### config.mk
export PLATFORM = sky130hd
export DESIGN_NAME = function_serial_tx
export DESIGN_NICKNAME = d
export VERILOG_FILES = /design/src/rtl/function_serial_tx_pkg.sv /design/src/rtl/function_serial_tx_bit_timer.sv /design/src/rtl/function_serial_tx.sv
export SDC_FILE = /design/constraint.sdc
export NUM_CORES = 1
export LEC_CHECK = 0
export CELL_PAD_IN_SITES_DETAIL_PLACEMENT = 0
export CELL_PAD_IN_SITES_GLOBAL_PLACEMENT = 1
export CORE_MARGIN = 2
export CORE_UTILIZATION = 40
export CTS_CLUSTER_DIAMETER = 100
export DETAILED_ROUTE_END_ITERATION = 6
export GPL_ROUTABILITY_DRIVEN = 0
export PLACE_DENSITY = 0.81
export SLEW_MARGIN = 20
export SYNTH_ARGS = -nofsm -noshare
export SYNTH_HDL_FRONTEND = slang
export SYNTH_HIERARCHICAL = 1
export SYNTH_SLANG_ARGS = --single-unit
### constraint.sdc
create_clock -name clk -period 2 [get_ports clk]
set_input_delay 0.2 -clock clk [delete_from_list [all_inputs] [get_ports clk]]
set_output_delay 0.2 -clock clk [all_outputs]
set_load 0.02 [all_outputs]
### src/rtl/function_serial_tx_pkg.sv
// Shared types and helpers for the framed serial transmitter.
package function_serial_tx_pkg;

  typedef enum logic [2:0] {IDLE, START, DATA, PARITY, STOP} tx_state_t;

  localparam logic IDLE_LEVEL   = 1'b1;
  localparam int   PARITY_MAX_W = 64;

  // Even parity: words up to PARITY_MAX_W bits wide are zero-extended, which leaves the XOR unchanged.
  function automatic logic parity_of(input logic [PARITY_MAX_W-1:0] data);
    return ^data;
  endfunction

endpackage

### src/rtl/function_serial_tx_bit_timer.sv
// Per-bit cycle counter; tick marks the last cycle of each serial bit.
module bit_timer #(
  parameter int BIT_CYCLES = 4
) (
  input  logic clk,
  input  logic rst,
  input  logic clear,
  output logic tick
);

  localparam int CW = (BIT_CYCLES > 1) ? $clog2(BIT_CYCLES) : 1;
  localparam logic [CW-1:0] LAST = CW'(BIT_CYCLES - 1);

  logic [CW-1:0] r_count;

  assign tick = (r_count == LAST);

  always_ff @(posedge clk) begin
    if (rst || clear || tick) begin
      r_count <= '0;
    end else begin
      r_count <= r_count + 1'b1;
    end
  end

endmodule

### src/rtl/function_serial_tx.sv
// Parallel-to-serial framed transmitter: start bit, data LSB first, optional even parity, stop bit.
module function_serial_tx
  import function_serial_tx_pkg::*;
#(
  parameter int DATA_W     = 8,
  parameter int BIT_CYCLES = 4,
  parameter int PARITY_EN  = 1
) (
  input  logic              clk,
  input  logic              rst,
  input  logic              in_valid,
  output logic              in_ready,
  input  logic [DATA_W-1:0] in_data,
  output logic              tx,
  output logic              busy,
  output logic              frame_done
);

  localparam int IW = $clog2(DATA_W);
  localparam logic [IW-1:0] LAST_IDX = IW'(DATA_W - 1);

  tx_state_t         r_state;
  tx_state_t         w_stateNext;
  logic [DATA_W-1:0] r_shift;
  logic [IW-1:0]     r_bitIdx;
  logic              r_parity;
  logic              r_tx;
  logic              r_inReady;
  logic              r_busy;
  logic              r_frameDone;
  logic              w_tick;
  logic              w_accept;
  logic              w_lastBit;

  assign w_accept  = in_valid & r_inReady;
  assign w_lastBit = (r_bitIdx == LAST_IDX);

  // Timer is held at zero while idle so every frame starts on a fresh bit period.
  bit_timer #(.BIT_CYCLES(BIT_CYCLES)) u_bit_timer (
    .clk  (clk),
    .rst  (rst),
    .clear(r_state == IDLE),
    .tick (w_tick)
  );

  always_comb begin
    w_stateNext = r_state;
    case (r_state)
      IDLE:    if (w_accept) w_stateNext = START;
      START:   if (w_tick) w_stateNext = DATA;
      DATA:    if (w_tick && w_lastBit) w_stateNext = (PARITY_EN != 0) ? PARITY : STOP;
      PARITY:  if (w_tick) w_stateNext = STOP;
      STOP:    if (w_tick) w_stateNext = IDLE;
      default: w_stateNext = IDLE;
    endcase
  end

  always_ff @(posedge clk) begin
    if (rst) begin
      r_state     <= IDLE;
      r_shift     <= '0;
      r_bitIdx    <= '0;
      r_parity    <= 1'b0;
      r_tx        <= IDLE_LEVEL;
      r_inReady   <= 1'b1;
      r_busy      <= 1'b0;
      r_frameDone <= 1'b0;
    end else begin
      r_state     <= w_stateNext;
      r_inReady   <= (w_stateNext == IDLE);
      r_busy      <= (w_stateNext != IDLE);
      r_frameDone <= (r_state == STOP) && w_tick;
      if (w_accept) begin
        r_shift  <= in_data;
        r_parity <= parity_of(PARITY_MAX_W'(in_data));
        r_bitIdx <= '0;
        r_tx     <= 1'b0;
      end else if (w_tick) begin
        // The line only moves on a bit boundary; the shifter always presents the next data bit at [0].
        case (r_state)
          START: begin
            r_tx    <= r_shift[0];
            r_shift <= r_shift >> 1;
          end
          DATA: begin
            if (w_lastBit) begin
              r_tx <= (PARITY_EN != 0) ? r_parity : IDLE_LEVEL;
            end else begin
              r_tx     <= r_shift[0];
              r_shift  <= r_shift >> 1;
              r_bitIdx <= r_bitIdx + 1'b1;
            end
          end
          PARITY:  r_tx <= IDLE_LEVEL;
          STOP:    r_tx <= IDLE_LEVEL;
          default: ;
        endcase
      end
    end
  end

  assign tx         = r_tx;
  assign in_ready   = r_inReady;
  assign busy       = r_busy;
  assign frame_done = r_frameDone;

endmodule

### After elaboration in Yosys (flattened, before gate mapping)

Cells that the tools add are included.
Widths: inputs -> output; s select.

* add/subtract/negate cells: 2
* equality and inequality tests: 7
* multiplexer cells: 14
* bitwise operators: 2
* reduce and logical (&&, ||, !) cells: 16

Operator list (count)
* $reduce_xor 64->1: 1
* $mux 8: 3
* $pmux 8 s2: 1
* $mux 3: 5
* $pmux 3 s5: 1
* $eq 3x2->1 const B: 2
* $eq 3x3->1 const B: 2
* $logic_not 3->1: 2
* $reduce_and 3->1: 2
* $reduce_bool 3->1: 2
* $reduce_bool 4->1: 1
* $reduce_or 2->1: 2
* $add 3x1->3 const B: 1
* $eq 3x1->1 const B: 1
* $mux 1: 3
* $ne 3x3->1 const B: 1
* $pmux 1 s3: 1
* $add 2x1->2 const B: 1
* $eq 2x2->1 const B: 1
* $logic_and 1x1->1: 2
* $logic_or 1x1->1: 2
* $reduce_and 2->1: 1
* $reduce_bool 2->1: 1
* $and 1x1->1: 1
* $not 1->1: 1

* register bits after elaboration: 21
* input bits: 11
* output and inout bits: 4
* logic and storage cells: 50

### Longest topological paths before layout

Gate-level depths: netlist of the first run.

* depth in word-level cells: 5
* gate-level depth with buffers: 7
* depth with buffers taken out: 7

### Cells and area by module

Netlist of the first run, hierarchy kept.

Modules (own cells, without submodules)
* function_serial_tx: times used 1, cells an instance 104, area each 960.9 µm², seq. area each 380.4 µm²
* bit_timer: times used 1, cells an instance 5, area each 80.1 µm², seq. area each 40.0 µm²

### Worst setup path after synthesis of the first run

No wires, ideal clock.

* path type: register to register
* start point: register u_bit_timer.r_count[0]
* end point: register r_bitIdx[1]
* library setup time: 132 ps
* arrival: 1385 ps
* data required time: 1868 ps
* setup slack: 483 ps
* stages on the path, launching flop included: 7
* path buffers: 1
* clock period less this slack: 1517 ps
* cell sequence: dfxtp_1 > ha_1 > nor2b_4 > and3_1 > buf_4 > mux2i_1 > nor3_1

* cells in the longest elaborated chain, start to end: 2

RTL lines
* start: declaration: line function_serial_tx_bit_timer.sv:14 `logic [CW-1:0] r_count;`
* start signal: assignment: line function_serial_tx_bit_timer.sv:22 `r_count <= r_count + 1'b1;`
* $eq 2x2->1: line function_serial_tx_bit_timer.sv:16 `assign tick = (r_count == LAST);`
* named net w_tick: line function_serial_tx.sv:31 `logic w_tick;`
* $reduce_and 3->1 (no line)
* end signal: assignment: line function_serial_tx.sv:91 `r_bitIdx <= r_bitIdx + 1'b1;`
* end: declaration: line function_serial_tx.sv:25 `logic [IW-1:0] r_bitIdx;`

The timed path passes the listed nets, and every way through them passes these cells.
A chain may end at the register's enable or synchronous reset.

### Worst setup path after layout of the first run

* start point: register r_bitIdx[0]
* end point: register r_shift[6]

* cells in the longest elaborated chain, start to end: 3

RTL lines
* $eq 3x3->1: line function_serial_tx.sv:36 `assign w_lastBit = (r_bitIdx == LAST_IDX);`
* $ne 3x3->1 (no line)
* $reduce_and 3->1 (no line)
* end signal: assignment: line function_serial_tx.sv:74 `r_shift <= in_data;`
* end signal: assignment: line function_serial_tx.sv:83 `r_shift <= r_shift >> 1;`
* end signal: assignment: line function_serial_tx.sv:90 `r_shift <= r_shift >> 1;`
* end: declaration: line function_serial_tx.sv:24 `logic [DATA_W-1:0] r_shift;`

No other way between the ends.

==> summary.txt, run 1 <==
Crit Reg-Reg Startpoint: r_bitIdx[0]$_SDFFE_PP0P_
Remaining antenna violation count: 0
Ranking of synthesized cells by area: dfxtp_1, mux2i_1, xnor2_1
Layout cell share with drive strength beyond 1: 0.107
CP endpoint kind: flip-flop
Register-to-register setup slack: 0.40 ns
Worst slew pin tran: 0.409 ns
EDFF count, synth: 0
Core Util, Final: 0.491
Final Skew: 0.00578 ns
Die H: 55.0 um
Die Span X: 55.0 um
Dpl cell area: 1190 um2
PwrDens: 662 nW/um2
Crit path arrival time: 1.80 ns
Post-CTS Resized: 0
Routed vias/inst: 5.06
Initial antenna violation count: 0
Setup Crit Path Kind: reg -> reg
Max Slew Vio Count: 0
Clock Latency Late Sink: 0.30 ns
TritonCTS buffer count: 3
Clk pin slew, worst setup/hold paths: 0.12 ns
Slowest stage delay, CP: 0.37 ns
Buf/Inv on CP: 0
RSZ-0062 raised after global routing: no
Cells along the critical path: ha_1, ha_1, nor2_2, mux2_4, nand2_8, mux2i_1, a211oi_1
N_diodes: 0
Status: complete, no violations
Worst R2R Path Depth: 7
Setup crit start kind: flip-flop
Syn avg cell area: 9.55 um2
Post-DP HPWL: 1.37 mm
Peak VDD IR: 302 uV
Final worst-path cycle share: 0.802
Die Area: 3030 um2
Total wire length: 1.85 mm
CTS H-tree lvls: 1
Most frequent cell after synthesis: dfxtp_1
Hold/Removal Path Class: reg -> reg
CTS root buf: clkbuf_4
Setup TNS: 0 ns
DR iter-0 viols: 8
R2r endpoint: r_shift[6]$_SDFFE_PP0P_
Critical path required time: 2.20 ns
Final setup vio count: 0
Core ar.: 2480 um2
Clock tree from TritonCTS: built
Post-synthesis sequential area ratio: 0.404
Initial core utilization: 0.420
Final Hold Viols: 0
Synthesized area: 1040 um2
WL/cell: 12.2 um
Pin count of the biggest net entering global routing: 23
Clock sink count: 21
CP most frequent cell: ha_1
Slew Limit Headroom: 0.725
Total track usage: 0.140
WP depth: 7
Leak Pwr: 0.000478 uW
Synth unique cells: 32
Top FF cell, synth: dfxtp_1
Crit path time final: 1.60 ns
Area leader, netlist: dfxtp_1
First-pass GRT wire length: 2.95 mm
Area grow syn2layout: 16.9%
Top cells by count, synth: dfxtp_1, nor2_1, mux2i_1, a211oi_1, xnor2_1
Ports: 15
Setup bufs post-CTS: 0
DRC errors left: 0
CP startpoint: r_bitIdx[0]$_SDFFE_PP0P_
Max_cap viols: 0
PortBufs: 14
Crit path max-delay cell type: dfxtp_1
Hold_ws: 0.438 ns
Global route overflow: 0
CP delay by family, top: multiplexers
DRT Pass-1 Iters: 4
Synth Net Count: 123
# rows: 18
Total Nets Final: 137
Async SR Flop Fraction: 0
Syn Inst Count: 109
Worst setup path end: r_shift[6]$_SDFFE_PP0P_
Number of synthesized register bits: 21
Clk buf depth: 2
Ys Warns: 6
Post-layout instance area: 1220 um2
Max FO, Critical Path: 8
Cts hold-fix bufs: 0
Number of global-route vias before repair: 714
Via count: 769
Fmax: 623 MHz
Post-synth top area share: 0.404
## sequential cells by signal (all words and copies together) (netlist names)
register / flops
in_ready: 1
r_state: 3
busy: 1
u_bit_timer/r_count: 2
r_parity: 1
frame_done: 1
tx: 1
r_shift: 8
r_bitIdx: 3
## routing by layer
| layer | share of wire | track usage | up-vias | wire, um |
|---|---|---|---|---|
| li1 | - | - | 410 | - |
| met1 | 0.48 | 0.160 | 343 | 886 |
| met2 | 0.46 | 0.240 | 12 | 861 |
| met3 | 0.035 | 0.0269 | 4 | 65 |
| met4 | 0.022 | 0.0854 | 0 | 41 |
| met5 | 0 | 0 | - | 0 |
## where the power goes
part	total, uW	internal [uW]	switching (uW)
combinational	140	74.0	66.2
clock	205	77.8	127
sequential	461	444	17.4
total	806	596	210
## through the flow
step	setup WS [ns]	total power [uW]	instances
floorplan	0.483	561	109
global placement	0.445	609	148
detailed placement	0.410	613	148
CTS	0.389	817	152
global route	0.281	842	152
finish	0.395	806	152
## cells by family (layout without fill, tap and decap cells)
| logic type | after synthesis | in the layout | synth area share |
|---|---|---|---|
| multiplexers | 10 | 10 | 0.101 |
| AND/OR/NAND/NOR | 37 | 37 | 0.212 |
| adder cells (fa/ha/maj) | 3 | 3 | 0.0361 |
| XOR/XNOR | 9 | 9 | 0.0757 |
| flip-flops | 21 | 21 | 0.404 |
| buffers and inverters | 8 | 21 | 0.0481 |
| AO/OA/AOI/OAI | 21 | 21 | 0.124 |
## placed cells by master, fill, tap and decap left out
cell,instances
nand2b_1,1
clkbuf_1,1
nor4b_2,1
nor3_1,5
dfxtp_1,21
nand2_8,1
xor2_1,1
mux2i_1,9
nor2b_4,1
xnor2_1,8
a211oi_1,8
a21oi_1,5
ha_1,3
clkdlybuf4s50_1,14
nor2_2,1
nand3b_1,1
nor2_1,14
and3_1,1
a31oi_1,1
mux2_4,1
nor4_2,1
nor3b_1,1
or2_1,1
and2_1,1
nand2_1,4
nand3_1,2
clkbuf_4,3
o211ai_1,1
o21ai_0,6
buf_4,3
nor3_2,1
## cell type report
| cell class | count | area [um2] |
|---|---|---|
| Clock buffer | 4 | 26.3 |
| Timing Repair Buffer | 17 | 163 |
| Tap cell | 30 | 37.5 |
| Sequential cell | 21 | 420 |
| Fill cell | 263 | 1260 |
| Multi-Input combinational cell | 80 | 571 |
## worst min-delay path by stage
stage / cells after the start / slack (ns) / endpoint / startpoint
after floorplan: 1 / 0.27 / u_bit_timer/r_count[0]$_SDFF_PP0_ / rst
after global placement: 1 / 0.43 / u_bit_timer/r_count[0]$_SDFF_PP0_ / u_bit_timer/r_count[0]$_SDFF_PP0_
after detailed placement: 1 / 0.43 / u_bit_timer/r_count[0]$_SDFF_PP0_ / u_bit_timer/r_count[0]$_SDFF_PP0_
after CTS: 1 / 0.44 / u_bit_timer/r_count[0]$_SDFF_PP0_ / u_bit_timer/r_count[0]$_SDFF_PP0_
after global routing: 1 / 0.46 / u_bit_timer/r_count[0]$_SDFF_PP0_ / u_bit_timer/r_count[0]$_SDFF_PP0_
final: 1 / 0.44 / u_bit_timer/r_count[0]$_SDFF_PP0_ / u_bit_timer/r_count[0]$_SDFF_PP0_
No activity file was read; power rests on OpenSTA's default activity.
==> inputs of run 2 (changes only) <==
clock period = 1.55 ns   (was 2 ns; I/O delays follow)
==> run 2 against run 1 <==
Largest power group unchanged. Utilization rose by 2.7 points. Design area rose by 5.5%. Clock power rose by 28%. Critical endpoint is now r_shift[5]$_SDFFE_PP0P_.
==> summary.txt, run 2 (synthesis gave the netlist of run 1 again) <==
Status: complete, no violations
Peak VDD IR: 655 uV (+120%)
Post-DP HPWL: 1.42 mm (+3.5%)
FILL cells: 247 (-6.1%)
Die Area: 3030 um2 (unchanged)
Area grow syn2layout: 23.4%
Setup ws final: 0.0807 ns (-0.315 ns)
CP endpoint kind: flip-flop
Max FO, Critical Path: 8 (unchanged)
Setup crit start kind: flip-flop
DRT Pass-1 Iters: 4 (unchanged)
RSZ-0062 raised after global routing: no
Max_cap viols: 0 (unchanged)
Fin cells: 157 (+3.3%)
Core ar.: 2480 um2 (unchanged)
PortBufs: 14 (unchanged)
Slew Limit Headroom: 0.782 (+0.0566)
Cells along the critical path: ha_4, ha_4, nor2_2, mux2_4, nand2_8, mux2i_1, a211oi_1
Die H: 55.0 um (unchanged)
WP depth: 7 (unchanged)
DRC errors left: 0 (unchanged)
Largest reg by FF count: r_shift
First-pass GRT wire length: 3.28 mm (+11%)
Commonest non-fill, non-tap cell in the layout: dfxtp_1
DR iter-0 viols: 6 (-2)
Total track usage: 0.152 (+0.0113)
Ports: 15 (unchanged)
Max reg flops: 8 (unchanged)
Max Slew Vio Count: 0 (unchanged)
Via count: 804 (+4.6%)
Crit path arrival time: 1.67 ns (-0.13 ns)
Initial antenna violation count: 0 (unchanged)
Dpl cell area: 1220 um2 (+2.5%)
CTS H-tree lvls: 1 (unchanged)
Global route overflow: 0 (unchanged)
Core Util, Final: 0.519 (+0.0273)
Slowest stage delay, CP: 0.37 ns (about the same)
Clock Latency Late Sink: 0.30 ns (about the same)
Crit path max-delay cell type: dfxtp_2
Fmax: 681 MHz (+9.2%)
Pin count of the biggest net entering global routing: 23 (unchanged)
Layout cell share with drive strength beyond 1: 0.189 (+0.0824)
Hold Path Depth: 1 (unchanged)
N_diodes: 0 (unchanged)
Clk pin slew, worst setup/hold paths: 0.12 ns (about the same)
CTS root buf: clkbuf_4
Worst R2R Path Depth: 7 (unchanged)
Post-layout instance area: 1280 um2 (+5.5%)
Setup Crit Path Kind: reg -> reg
Final worst-path cycle share: 0.948 (+0.146)
PwrDens: 816 nW/um2 (+23%)
TritonCTS buffer count: 3 (unchanged)
# rows: 18 (unchanged)
CP most frequent cell: ha_4
Multi-input gate area in the final layout: 597 um2 (+4.6%)
Dpl cells: 152 (+2.7%)
Leak Pwr: 0.000501 uW (+4.8%)
Worst slew pin tran: 0.327 ns (-0.0822 ns)
Cts hold-fix bufs: 0 (unchanged)
Final Hold Viols: 0 (unchanged)
Top flop regs: r_shift x8, r_bitIdx x3, r_state x3
Crit path time final: 1.47 ns (-0.135 ns)
Clock tree from TritonCTS: built
Hold_ws: 0.441 ns (+0.00306 ns)
Buf/Inv on CP: 0 (unchanged)
Critical path required time: 1.75 ns (-0.45 ns)
Final Skew: 0.00814 ns (+0.00237 ns)
Remaining antenna violation count: 0 (unchanged)
Clock sink count: 21 (unchanged)
CP delay by family, top: multiplexers
Pre-CTS setup slack: -0.0280 ns (-0.438 ns)
Total Nets Final: 142 (+3.6%)
Initial core utilization: 0.420 (unchanged)
Die Span X: 55.0 um (unchanged)
Hold/Removal Path Class: reg -> reg
Routed vias/inst: 5.12 (+1.2%)
Number of global-route vias before repair: 782 (+9.5%)
Sequential cell area: 423 um2 (+0.60%)
WL/cell: 12.2 um (about the same)
Commonest non-fill, non-tap cells in the layout: dfxtp_1, nor2_1, clkdlybuf4s50_1
Total wire length: 1.91 mm (+3.2%)
Final setup vio count: 0 (unchanged)
Clk buf depth: 2 (unchanged)
==> run 2: cell count changes in the layout (fill, tap and decap cells not counted), sizes merged <==
cell and delta:
clkbuf -1, buf +5, clkinv +1
==> run 2: power by group <==
part           switching [uW]  internal, uW
Combinational            90.2           102
Clock                     166          96.1
Sequential               20.7           573
==> run 2: timing repair <==
action | CTS | global route
pin swaps | 1 | 2
setup endpoints to repair | 7 | 9
resized for setup | 3 | 4
buffers inserted | 1 | 0
==> run 2: final timing paths <==
check / from / endpoint / slack, ns
hold reg to reg: u_bit_timer/r_count[0]$_SDFF_PP0_ / u_bit_timer/r_count[0]$_SDFF_PP0_ / 0.44
hold / removal: u_bit_timer/r_count[0]$_SDFF_PP0_ / u_bit_timer/r_count[0]$_SDFF_PP0_ / 0.44
setup reg to reg: r_bitIdx[0]$_SDFFE_PP0P_ / r_shift[5]$_SDFFE_PP0P_ / 0.08
setup / recovery: r_bitIdx[0]$_SDFFE_PP0P_ / r_shift[5]$_SDFFE_PP0P_ / 0.08
==> run 2: through the flow <==
stage / setup TNS (ns) / total power (uW)
finish: 0 / 1050
global route: 0 / 1110
CTS: 0 / 1060
detailed placement: -0.0586 / 798
global placement: 0 / 793
floorplan: 0 / 724
==> run 2: metal layers <==
metal	share of wire	up-vias	global-route usage
met5	0	-	0
met4	0.0063	0	0.0610
met3	0.037	2	0.0242
met2	0.48	13	0.266
met1	0.48	375	0.183
li1	-	414	-
==> run 2: final cells by class <==
| cell class | count | area share |
|---|---|---|
| clock inverter | 1 | 0.00389 |
| timing repair buffer | 22 | 0.156 |
| sequential | 21 | 0.329 |
| clock buffer | 3 | 0.0175 |
| tap | 30 | 0.0292 |
| multi-input combinational | 80 | 0.464 |
==> inputs of run 3 (changes only) <==
CAP_MARGIN = 15   (was default)
CORE_UTILIZATION = 42   (was 40)
CTS_BUF_LIST = sky130_fd_sc_hd__clkbuf_4   (was default)
PLACE_DENSITY = 0.84   (was 0.81)
==> run 3 against run 2 <==
Combinational power about the same. Sequential cell count unchanged. Die area down 4.4%. Total power down 0.77%. First-iteration DRC count down 67%. Critical endpoint is now r_shift[1]$_SDFFE_PP0P_.
==> summary.txt, run 3 (synthesis gave the netlist of run 1 again) <==
P_int: 771 uW (about the same)
Routed vias/inst: 5.12 (-0.11%)
Leak Pwr: 0.000496 uW (-1.1%)
Commonest non-fill, non-tap cell in the layout: dfxtp_1
Pre-CTS setup slack: 0.000217 ns (+0.0282 ns)
Total wire length: 1.86 mm (-2.6%)
Max_cap viols: 0 (unchanged)
Clk network pwr share: 0.248 (-0.002)
Crit path time final: 1.48 ns (+0.00628 ns)
CTS H-tree lvls: 1 (unchanged)
Sequential Power Share: 0.570 (+0.004)
Global route overflow: 0 (unchanged)
Ports: 15 (unchanged)
Cts hold-fix bufs: 0 (unchanged)
CTS root buf: clkbuf_4
Final worst-path cycle share: 0.952 (+0.00405)
Setup bufs post-CTS: 0 (-1)
Clock tree from TritonCTS: built
Die H: 53.8 um (-2.2%)
Top flop regs: r_shift x8, r_bitIdx x3, r_state x3
CP endpoint kind: flip-flop
Total track usage: 0.166 (+0.0147)
PortBufs: 14 (unchanged)
# rows: 18 (unchanged)
P_sw: 269 uW (-2.9%)
Hold_ws: 0.436 ns (-0.00507 ns)
Peak VDD IR: 590 uV (-9.9%)
Via count: 798 (-0.75%)
DR iter-0 viols: 2 (-4)
Max FO, Critical Path: 8 (unchanged)
Fmax: 678 MHz (-0.43%)
Initial antenna violation count: 0 (unchanged)
Die Area: 2890 um2 (-4.4%)
Clock sink count: 21 (unchanged)
Final setup vio count: 0 (unchanged)
Critical path required time: 1.74 ns (about the same)
Total Nets Final: 141 (-0.70%)
Final Skew: 0.00679 ns (-0.00136 ns)
Final Hold Viols: 0 (unchanged)
Setup crit start kind: flip-flop
Layout cell share with drive strength beyond 1: 0.183 (-0.00644)
Core ar.: 2410 um2 (-2.7%)
Sw Ratio: 0.259 (-0.00561)
Commonest non-fill, non-tap cells in the layout: dfxtp_1, nor2_1, clkdlybuf4s50_1
Core Util, Final: 0.530 (+0.0114)
DRC errors left: 0 (unchanged)
Setup ws final: 0.0745 ns (-0.00628 ns)
PwrDens: 814 nW/um2 (-0.19%)
Setup TNS: 0 ns (unchanged)
Max reg flops: 8 (unchanged)
WL/cell: 11.9 um (-2.0%)
TritonCTS buffer count: 3 (unchanged)
Hold/Removal Path Class: reg -> reg
Clk buf depth: 2 (unchanged)
Max Slew Vio Count: 0 (unchanged)
Initial core utilization: 0.432 (+0.0118)
DRT Pass-1 Iters: 3 (-1)
Clock Latency Late Sink: 0.30 ns (about the same)
N_diodes: 0 (unchanged)
Post-DP HPWL: 1.33 mm (-5.9%)
Combinational group share of total power: 0.182 (about the same)
First-pass GRT wire length: 3.44 mm (+4.6%)
Slew Limit Headroom: 0.779 (-0.00212)
Pin count of the biggest net entering global routing: 23 (unchanged)
Dpl cells: 152 (unchanged)
Worst slew pin tran: 0.330 ns (+0.00317 ns)
RSZ-0062 raised after global routing: no
Status: complete, no violations
Setup Crit Path Kind: reg -> reg
Area grow syn2layout: 22.7%
Clk pin slew, worst setup/hold paths: 0.12 ns (about the same)
Crit path arrival time: 1.66 ns (about the same)
Die Span X: 53.8 um (-2.2%)
Largest reg by FF count: r_shift
Fin cells: 156 (-0.64%)
Remaining antenna violation count: 0 (unchanged)
Number of global-route vias before repair: 861 (+10%)
[run 3: path summary, 6_finish.rpt]
kind	slack, ns	end	start	cells after the start
min	0.44	u_bit_timer/r_count[0]$_SDFF_PP0_	u_bit_timer/r_count[0]$_SDFF_PP0_	1
max reg2reg	0.07	r_shift[1]$_SDFFE_PP0P_	r_bitIdx[1]$_SDFFE_PP0P_	7
max	0.07	r_shift[1]$_SDFFE_PP0P_	r_bitIdx[1]$_SDFFE_PP0P_	7
min reg2reg	0.44	u_bit_timer/r_count[0]$_SDFF_PP0_	u_bit_timer/r_count[0]$_SDFF_PP0_	1
[run 3: metal layers]
| layer | GRT usage | wire [um] | part of all wire | vias to the layer above |
|---|---|---|---|---|
| met1 | 0.172 | 842 | 0.45 | 363 |
| met2 | 0.309 | 920 | 0.49 | 12 |
| met4 | 0.0513 | 19 | 0.010 | 0 |
| met3 | 0.0583 | 82 | 0.044 | 2 |
| met5 | 0 | 0 | 0 | - |
| li1 | - | - | - | 421 |
[run 3: what timing repair did]
item	in CTS	in global routing
gates cloned	0	0
pin swaps	2	4
resized for setup	2	5
setup endpoints to repair	6	10
[run 3: area by class of cell]
cell class                      instances  area [um2]
Fill cell                             233        1130
Multi-Input combinational cell         80         597
Sequential cell                        21         423
Timing Repair Buffer                   21         193
Tap cell                               30        37.5
Clock buffer                            3        22.5
Clock inverter                          1        5.00
[run 3: power groups by stage]
stage	combinational, uW	sequential, uW	clock (uW)
final	189	593	258
after global routing	212	598	303
after CTS	192	594	271
after detailed placement	191	606	0
after global placement	187	605	0
after floorplan	117	607	0
[run 3: critical path, stage by stage, from the launching register on]
cell	delay (ns)
dfxtp_2	0.37
ha_4	0.15
ha_4	0.13
nor2_2	0.04
mux2_4	0.29
nand2_8	0.10
mux2i_1	0.19
a211oi_1	0.09
[run 3: metrics by stage]
step	total power (uW)	instance area [um2]
2_1_floorplan	724	1040
3_3_place_gp	791	1220
3_5_place_dp	797	1220
4_1_cts	1060	1250
5_1_grt	1110	1280
6_report	1040	1280
